**src/rtl/lsq_unit_if.sv**
```systemverilog
// Dispatch/execute/commit/memory-write handshake bundle for lsq_unit.
// slave = queue side, master = pipeline and memory side.
interface lsq_unit_if #(
   parameter int LSQ_SIZE = 8,
   parameter int TAG_W    = 4,
   parameter int DATA_W   = 32
);
   localparam int IDX_W = $clog2(LSQ_SIZE);

   logic              alloc_valid;
   logic              alloc_is_store;
   logic [TAG_W-1:0]  alloc_tag;
   logic              alloc_ready;
   logic [IDX_W-1:0]  alloc_id;

   logic              addr_valid;
   logic [IDX_W-1:0]  addr_id;
   logic [DATA_W-1:0] addr;
   logic [DATA_W-1:0] st_data;

   logic              commit_valid;
   logic [TAG_W-1:0]  commit_tag;
   logic              flush;

   logic              mem_req_valid;
   logic [DATA_W-1:0] mem_req_addr;
   logic [DATA_W-1:0] mem_req_data;
   logic              mem_req_ack;

   modport slave (
      input  alloc_valid, alloc_is_store, alloc_tag,
      output alloc_ready, alloc_id,
      input  addr_valid, addr_id, addr, st_data,
      input  commit_valid, commit_tag, flush,
      output mem_req_valid, mem_req_addr, mem_req_data,
      input  mem_req_ack
   );

   modport master (
      output alloc_valid, alloc_is_store, alloc_tag,
      input  alloc_ready, alloc_id,
      output addr_valid, addr_id, addr, st_data,
      output commit_valid, commit_tag, flush,
      input  mem_req_valid, mem_req_addr, mem_req_data,
      output mem_req_ack
   );
endinterface

```
**src/rtl/lsq_unit.sv**
```systemverilog
// Circular load/store queue: alloc at tail, in-order commit at head; committed stores drain one at a time.
// Store commit at edge E raises mem_req_valid after E+1; write held until ack; alloc stalls on registered count full.
module lsq_unit #(
   parameter  int LSQ_SIZE = 8,
   parameter  int TAG_W    = 4,
   parameter  int DATA_W   = 32,
   localparam int IDX_W    = $clog2(LSQ_SIZE)
) (
   input  logic                clk,
   input  logic                reset,
   lsq_unit_if.slave           bus,
   output logic [IDX_W-1:0]    head,
   output logic [IDX_W-1:0]    tail,
   output logic [IDX_W:0]      count,
   output logic [LSQ_SIZE-1:0] entry_valid,
   output logic [LSQ_SIZE-1:0] entry_is_store
);

   localparam logic [IDX_W:0] FULL = (IDX_W+1)'(LSQ_SIZE);

   typedef struct packed {
      logic              valid;
      logic              is_store;
      logic [TAG_W-1:0]  tag;
      logic              addr_ready;
      logic              committed;
      logic [DATA_W-1:0] addr;
      logic [DATA_W-1:0] data;
   } entry_t;

   typedef enum logic {IDLE, WRITE} wr_state_t;

   entry_t     ent [LSQ_SIZE];
   entry_t     hd;
   wr_state_t  state, state_nxt;

   logic             head_cst;
   logic             alloc_fire;
   logic             commit_ok;
   logic             load_pop;
   logic             store_commit;
   logic             store_pop;
   logic             pop;
   logic             fill_ok;
   logic             keep;
   logic [IDX_W-1:0] head_nxt;

   assign hd       = ent[head];
   assign head_cst = hd.valid && hd.is_store && hd.committed;

   assign bus.alloc_ready = (count < FULL);
   assign bus.alloc_id    = tail;

   assign alloc_fire   = bus.alloc_valid && bus.alloc_ready && !bus.flush;
   // A committed head no longer accepts commits, so a retried tag cannot re-commit it.
   assign commit_ok    = !bus.flush && bus.commit_valid && (count != '0) && hd.valid &&
                         hd.addr_ready && !hd.committed && (bus.commit_tag == hd.tag);
   assign load_pop     = commit_ok && !hd.is_store;
   assign store_commit = commit_ok && hd.is_store;
   assign store_pop    = (state == WRITE) && bus.mem_req_ack;
   assign pop          = load_pop || store_pop;
   assign fill_ok      = !bus.flush && bus.addr_valid && ent[bus.addr_id].valid &&
                         !(pop && (bus.addr_id == head));
   assign keep         = head_cst && !store_pop;
   assign head_nxt     = head + IDX_W'(pop);

   assign bus.mem_req_valid = (state == WRITE);

   always_comb begin
      state_nxt = state;
      case (state)
         IDLE:    if (head_cst) state_nxt = WRITE;
         WRITE:   if (bus.mem_req_ack) state_nxt = IDLE;
         default: state_nxt = IDLE;
      endcase
   end

   always_ff @(posedge clk or posedge reset) begin
      if (reset) state <= IDLE;
      else       state <= state_nxt;
   end

   always_ff @(posedge clk or posedge reset) begin
      if (reset) begin
         bus.mem_req_addr <= '0;
         bus.mem_req_data <= '0;
      end else if (state == IDLE && head_cst) begin
         bus.mem_req_addr <= hd.addr;
         bus.mem_req_data <= hd.data;
      end
   end

   always_ff @(posedge clk or posedge reset) begin
      if (reset) begin
         head  <= '0;
         tail  <= '0;
         count <= '0;
      end else if (bus.flush) begin
         head  <= head_nxt;
         tail  <= head_nxt + IDX_W'(keep);
         count <= (IDX_W+1)'(keep);
      end else begin
         head  <= head_nxt;
         tail  <= tail + IDX_W'(alloc_fire);
         count <= count + (IDX_W+1)'(alloc_fire) - (IDX_W+1)'(pop);
      end
   end

   always_ff @(posedge clk or posedge reset) begin
      if (reset) begin
         for (int i = 0; i < LSQ_SIZE; i++) ent[i] <= '0;
      end else begin
         for (int i = 0; i < LSQ_SIZE; i++) begin
            if (bus.flush) begin
               // Only a committed store at head survives; it is architecturally retired.
               if (!(keep && (IDX_W'(i) == head))) ent[i] <= '0;
            end else begin
               if (pop && (IDX_W'(i) == head)) begin
                  ent[i] <= '0;
               end else if (alloc_fire && (IDX_W'(i) == tail)) begin
                  ent[i].valid      <= 1'b1;
                  ent[i].is_store   <= bus.alloc_is_store;
                  ent[i].tag        <= bus.alloc_tag;
                  ent[i].addr_ready <= 1'b0;
                  ent[i].committed  <= 1'b0;
               end else if (fill_ok && (IDX_W'(i) == bus.addr_id)) begin
                  ent[i].addr       <= bus.addr;
                  ent[i].data       <= bus.st_data;
                  ent[i].addr_ready <= 1'b1;
               end
               if (store_commit && (IDX_W'(i) == head)) ent[i].committed <= 1'b1;
            end
         end
      end
   end

   always_comb begin
      entry_valid    = '0;
      entry_is_store = '0;
      for (int i = 0; i < LSQ_SIZE; i++) begin
         entry_valid[i]    = ent[i].valid;
         entry_is_store[i] = ent[i].is_store;
      end
   end

endmodule

```
**src/flat_wrapper.sv**
```systemverilog
// flat-port wrapper written by rule: the top's interface ports become plain ports
module lsq_unit_flat 
#(
   parameter  int LSQ_SIZE = 8,
   parameter  int TAG_W    = 4,
   parameter  int DATA_W   = 32,
   localparam int IDX_W    = $clog2(LSQ_SIZE)
)
  (clk, reset, head, tail, count, entry_valid, entry_is_store, bus_alloc_valid, bus_alloc_is_store, bus_alloc_tag, bus_alloc_ready, bus_alloc_id, bus_addr_valid, bus_addr_id, bus_addr, bus_st_data, bus_commit_valid, bus_commit_tag, bus_flush, bus_mem_req_valid, bus_mem_req_addr, bus_mem_req_data, bus_mem_req_ack);
  lsq_unit_if #(.LSQ_SIZE(LSQ_SIZE), .TAG_W(TAG_W), .DATA_W(DATA_W)) bus_i ();
  input  logic clk;
  input  logic reset;
  output logic [IDX_W-1:0] head;
  output logic [IDX_W-1:0] tail;
  output logic [IDX_W:0] count;
  output logic [LSQ_SIZE-1:0] entry_valid;
  output logic [LSQ_SIZE-1:0] entry_is_store;
  input wire logic [$bits(bus_i.alloc_valid)-1:0] bus_alloc_valid;
  input wire logic [$bits(bus_i.alloc_is_store)-1:0] bus_alloc_is_store;
  input wire logic [$bits(bus_i.alloc_tag)-1:0] bus_alloc_tag;
  output wire logic [$bits(bus_i.alloc_ready)-1:0] bus_alloc_ready;
  output wire logic [$bits(bus_i.alloc_id)-1:0] bus_alloc_id;
  input wire logic [$bits(bus_i.addr_valid)-1:0] bus_addr_valid;
  input wire logic [$bits(bus_i.addr_id)-1:0] bus_addr_id;
  input wire logic [$bits(bus_i.addr)-1:0] bus_addr;
  input wire logic [$bits(bus_i.st_data)-1:0] bus_st_data;
  input wire logic [$bits(bus_i.commit_valid)-1:0] bus_commit_valid;
  input wire logic [$bits(bus_i.commit_tag)-1:0] bus_commit_tag;
  input wire logic [$bits(bus_i.flush)-1:0] bus_flush;
  output wire logic [$bits(bus_i.mem_req_valid)-1:0] bus_mem_req_valid;
  output wire logic [$bits(bus_i.mem_req_addr)-1:0] bus_mem_req_addr;
  output wire logic [$bits(bus_i.mem_req_data)-1:0] bus_mem_req_data;
  input wire logic [$bits(bus_i.mem_req_ack)-1:0] bus_mem_req_ack;
  assign bus_i.alloc_valid = bus_alloc_valid;
  assign bus_i.alloc_is_store = bus_alloc_is_store;
  assign bus_i.alloc_tag = bus_alloc_tag;
  assign bus_alloc_ready = bus_i.alloc_ready;
  assign bus_alloc_id = bus_i.alloc_id;
  assign bus_i.addr_valid = bus_addr_valid;
  assign bus_i.addr_id = bus_addr_id;
  assign bus_i.addr = bus_addr;
  assign bus_i.st_data = bus_st_data;
  assign bus_i.commit_valid = bus_commit_valid;
  assign bus_i.commit_tag = bus_commit_tag;
  assign bus_i.flush = bus_flush;
  assign bus_mem_req_valid = bus_i.mem_req_valid;
  assign bus_mem_req_addr = bus_i.mem_req_addr;
  assign bus_mem_req_data = bus_i.mem_req_data;
  assign bus_i.mem_req_ack = bus_mem_req_ack;
  lsq_unit #(.LSQ_SIZE(LSQ_SIZE), .TAG_W(TAG_W), .DATA_W(DATA_W)) u_core (.clk(clk), .reset(reset), .bus(bus_i), .head(head), .tail(tail), .count(count), .entry_valid(entry_valid), .entry_is_store(entry_is_store));
endmodule
```
**config.mk**
```make
export PLATFORM = sky130hd
export DESIGN_NAME = lsq_unit_flat
export DESIGN_NICKNAME = d
export VERILOG_FILES = /design/src/rtl/lsq_unit_if.sv /design/src/rtl/lsq_unit.sv /design/src/flat_wrapper.sv
export SDC_FILE = /design/constraint.sdc
export NUM_CORES = 1
export LEC_CHECK = 0
export ABC_AREA = 1
export BUFFER_PORTS_ARGS = -buffer_cell sky130_fd_sc_hd__buf_2
export CORE_ASPECT_RATIO = 0.75
export CORE_MARGIN = 2
export CORE_UTILIZATION = 40
export CTS_BUF_LIST = sky130_fd_sc_hd__clkbuf_8
export DETAILED_ROUTE_END_ITERATION = 10
export SYNTH_ARGS = -nofsm -noshare
export SYNTH_HDL_FRONTEND = slang
export SYNTH_SLANG_ARGS = --single-unit
```
**constraint.sdc**
```tcl
create_clock -name clk -period 22 [get_ports clk]
set_input_delay 2.2 -clock clk [delete_from_list [all_inputs] [get_ports clk]]
set_output_delay 2.2 -clock clk [all_outputs]
set_load 0.05 [all_outputs]
```
==> run_results.csv <==
group,metric,value,unit
outcome,outcome,"complete, no violations",
hold_path,worstHoldStart,"u_core.bus.mem_req_data[21]",
logic_synthesis,synth_area_leaders,"dfrtp_1 (50%), nand2_1 (20%), nand3_1 (8.7%)",
worst_setup_path,r2r-end,"u_core.ent[296]",
global_routing,grt.met3_usage,5.73,%
logic_synthesis,synth_cells,4391,
power,p_leak,19.0,nW
logic_synthesis,synth.avg_cell_area,7.47,sq um
sta,hold_viol,0,
global_routing,grt_usage,27.9,%
logic_synthesis,ys_top_cells_by_count,"nand2_1 (1747), dfrtp_1 (651), nand3_1 (568)",
floorplanning,io_pins,178,
worst_setup_path,cp_slowest_cell,"nor2_4",
logic_synthesis,synthFlopType,"dfrtp_1",
worst_setup_path,crit_path_max_fanout,65,
worst_setup_path,cp.arrival,6.87,ns
hold_path,holdCritPathClass,"reg2reg",
sta,finalCritPeriodShare,28.5,%
finish,area_growth,9.47,%
sta,rsz0062_at_grt,"false",
hold_path,holdPathEnd,"u_core.bus.mem_req_data[21]",
logic_synthesis,yosys_warnings,0,
detailed_routing,routedWlPerCell,21.4,microns
floorplanning,rows,90,
global_routing,overflow,0,
logic_synthesis,synth-edff-count,0,
detailed_routing,postRouteAntennaNets,0,
sta,tightest_slew,1.21,ns
worst_setup_path,crit_path_cell_trace,"inv_1 -> nor2_4 -> buf_4 -> nand2_1 -> nand3_1 -> nand2_1 -> nand2_1 -> nand2_1 -> nor2_1 -> nand4_1 -> nand2_2 -> nand2_1 -> a21oi_4 -> buf_4 -> nand2_4 -> nand2_1 -> nand2_1",
worst_setup_path,endpoint_kind,"flop",
sta,timing.hold.ws,0.463,ns
global_routing,use_met2,41.5,%
logic_synthesis,synth_area,32800,sq um
worst_setup_path,required,22.61,ns
flow_run,maxCapViolations,0,
worst_setup_path,crit_top_cell,"nand2_1",
clocking,h-tree-depth,3,
sta,max_slew_margin,18.6,%
worst_setup_path,path_class,"reg2reg",
worst_setup_path,critPathTopFamily,"simple AND/OR/NAND/NOR gates",
floorplanning,initial_core_util,40.6,%
clocking,cts_root_buf,"clkbuf_8",
global_routing,grt_pass1_wl,182,mm
logic_synthesis,synth.ff_latch_count,651,
worst_setup_path,reg2reg_slack,15.74,ns
global_routing,grt_pass1_vias,28953,
sta,slew_viol_final,0,
logic_synthesis,async_reset_ff_share,100,%
placed_design,postPlaceCellArea,33800,sq um
finish,nFillCells,8261,
sta,setup_viol,0,
placed_design,placedCellCount,5335,
finish,nets,4481,
floorplanning,dieHeight,252,microns
floorplanning,die_area,84300,sq um
detailed_routing,totalWireLength,118,mm
global_routing,grt_use_met1,41.1,%
clocking,clock_path_buffers,3,
detailed_routing,vias_per_cell,5.53,
power,finalPower,3.53,mW
clocking,cts_tree,"yes",
placed_design,place_congestion,0.839,
finish,fin_cells,5522,
placed_design,io_buffers,177,
sta,skew,0.0468,ns
clocking,path_clk_slew,0.06,ns
power,worst_ir_drop_vdd,0.0850,mV
logic_synthesis,yosys.area.top_type_share,49.7,%
sta,timing.fmax,160,MHz
worst_setup_path,cp-start-kind,"flop",
worst_setup_path,max_stage_delay,1.05,ns
sta,tns,0,ns
global_routing,grt_start_max_net_pins,153,
sta,period_needed,6.26,ns
clocking,clock_latency,0.77,ns
global_routing,gr-max-usage-layer,"met2",
detailed_routing,drtIter0Drc,3875,
logic_synthesis,yosys.cell_count.top_type,"nand2_1",
worst_setup_path,r2r_start,"u_core.head[0]",
finish,drive_above_1_share,9.16,%
worst_setup_path,ff2ff_path_depth,17,
global_routing,antenna_found_initial,1,
logic_synthesis,syn-num-nets,4486,
detailed_routing,drc,0,
logic_synthesis,ys_seq_area_share,49.7,%
clocking,cts_sinks,651,
power,p_per_area,98.3,nW/um^2
hold_path,whs_path_depth,2,
finish,fin_area,35900,sq um
detailed_routing,vias,30541,
worst_setup_path,crit_buf_inv,3,
detailed_routing,drt-pass1-iter-count,7,
clocking,cts_hold_buffers,0,
placed_design,hpwl,61.1,mm
logic_synthesis,yosys.area.top_type,"dfrtp_1",
floorplanning,dieWidth,335,microns
clocking,cts_resized,0,
logic_synthesis,ys_types,34,
clocking,cts_setup_buffers,0,
floorplanning,core-area,80900,sq um
clocking,numCtsBuffers,107,
## final cells by class
cell class                 instances  area (sq um)  area share (%)
inverter                         128           493            1.37
multi-input combinational       3280         14500            40.4
timing repair buffer             218          1210            3.36
sequential                       651         16300            45.4
tap                             1058          1320            3.69
clock buffer                     133          1830            5.10
clock inverter                    53           258           0.718
antenna                            1          2.50         0.00697
## metal layers
layer  vias up  share of wire, %
met5         -                 0
met4         0               2.3
met3       205                10
met2      1534                43
met1     14745                44
li1      14057                 -
## state kept, by name, indices dropped and copies added, names as in the netlist
signal and count:
u_core.bus.alloc_id 3, u_core.bus.mem_req_addr 32, u_core.bus.mem_req_data 32, u_core.bus.mem_req_valid 1, u_core.count 4, u_core.ent 560, u_core.entry_is_store 8, u_core.entry_valid 8
u_core.head 3
## worst max path at each step
stage,start,to,slack (ns),cells past startpoint
6_report,u_core.head[0],u_core.ent[296],15.74,17
5_1_grt,u_core.head[0],u_core.ent[310],15.45,17
4_1_cts,u_core.head[0],u_core.ent[301],15.92,17
3_5_place_dp,reset,u_core.ent[106],15.64,6
3_3_place_gp,reset,u_core.ent[473],15.66,6
2_1_floorplan,reset,u_core.bus.alloc_id[0],1.56,1
## cells by family after synthesis
logic type,count (synthesis),share of synthesized area (%)
AOI/OAI and AO/OA,356,7.12
xor gates and xnor gates,7,0.187
DFF,651,49.7
and+or+nand+nor,2905,35.6
adders and majority gates,12,0.481
buffers and inverters,460,6.88
## report_power, final
group          internal, mW  total, mW  leakage, nW  switching [mW]
Clock                 0.561       1.08         1.25           0.515
Combinational         0.233       1.02         9.16           0.791
Sequential             1.33       1.43         8.59          0.0959
Total                  2.13       3.53         19.0            1.40
## worst register-to-register path, delay by kind of cell (launching register included)
kind	cells	cell delay (ns)
AO/OA/AOI/OAI	1	0.19
buffers and inverters	3	1.92
flip-flops	1	0.34
AND/OR/NAND/NOR	13	3.69
## placed cells by master, fill, tap and decap left out, drive strengths merged, types with 11 or more instances in the layout
master | synthesis | routed
inv | 128 | 174
a21oi | 24 | 24
a22oi | 110 | 110
o21ai | 85 | 85
buf | 236 | 218
ha | 11 | 11
dfrtp | 651 | 651
nor2 | 564 | 564
a41oi | 22 | 22
nand2 | 1758 | 1758
a31oi | 106 | 106
clkbuf | 96 | 133
nand3 | 568 | 568
## metrics by stage
step                setup WS [ns]  utilization, %
global route                15.45            44.4
floorplan                    1.56               -
detailed placement          15.64            41.8
global placement            15.66            41.8
finish                      15.74            44.4
CTS                         15.92            44.4
(Power assumes the default switching activity.)
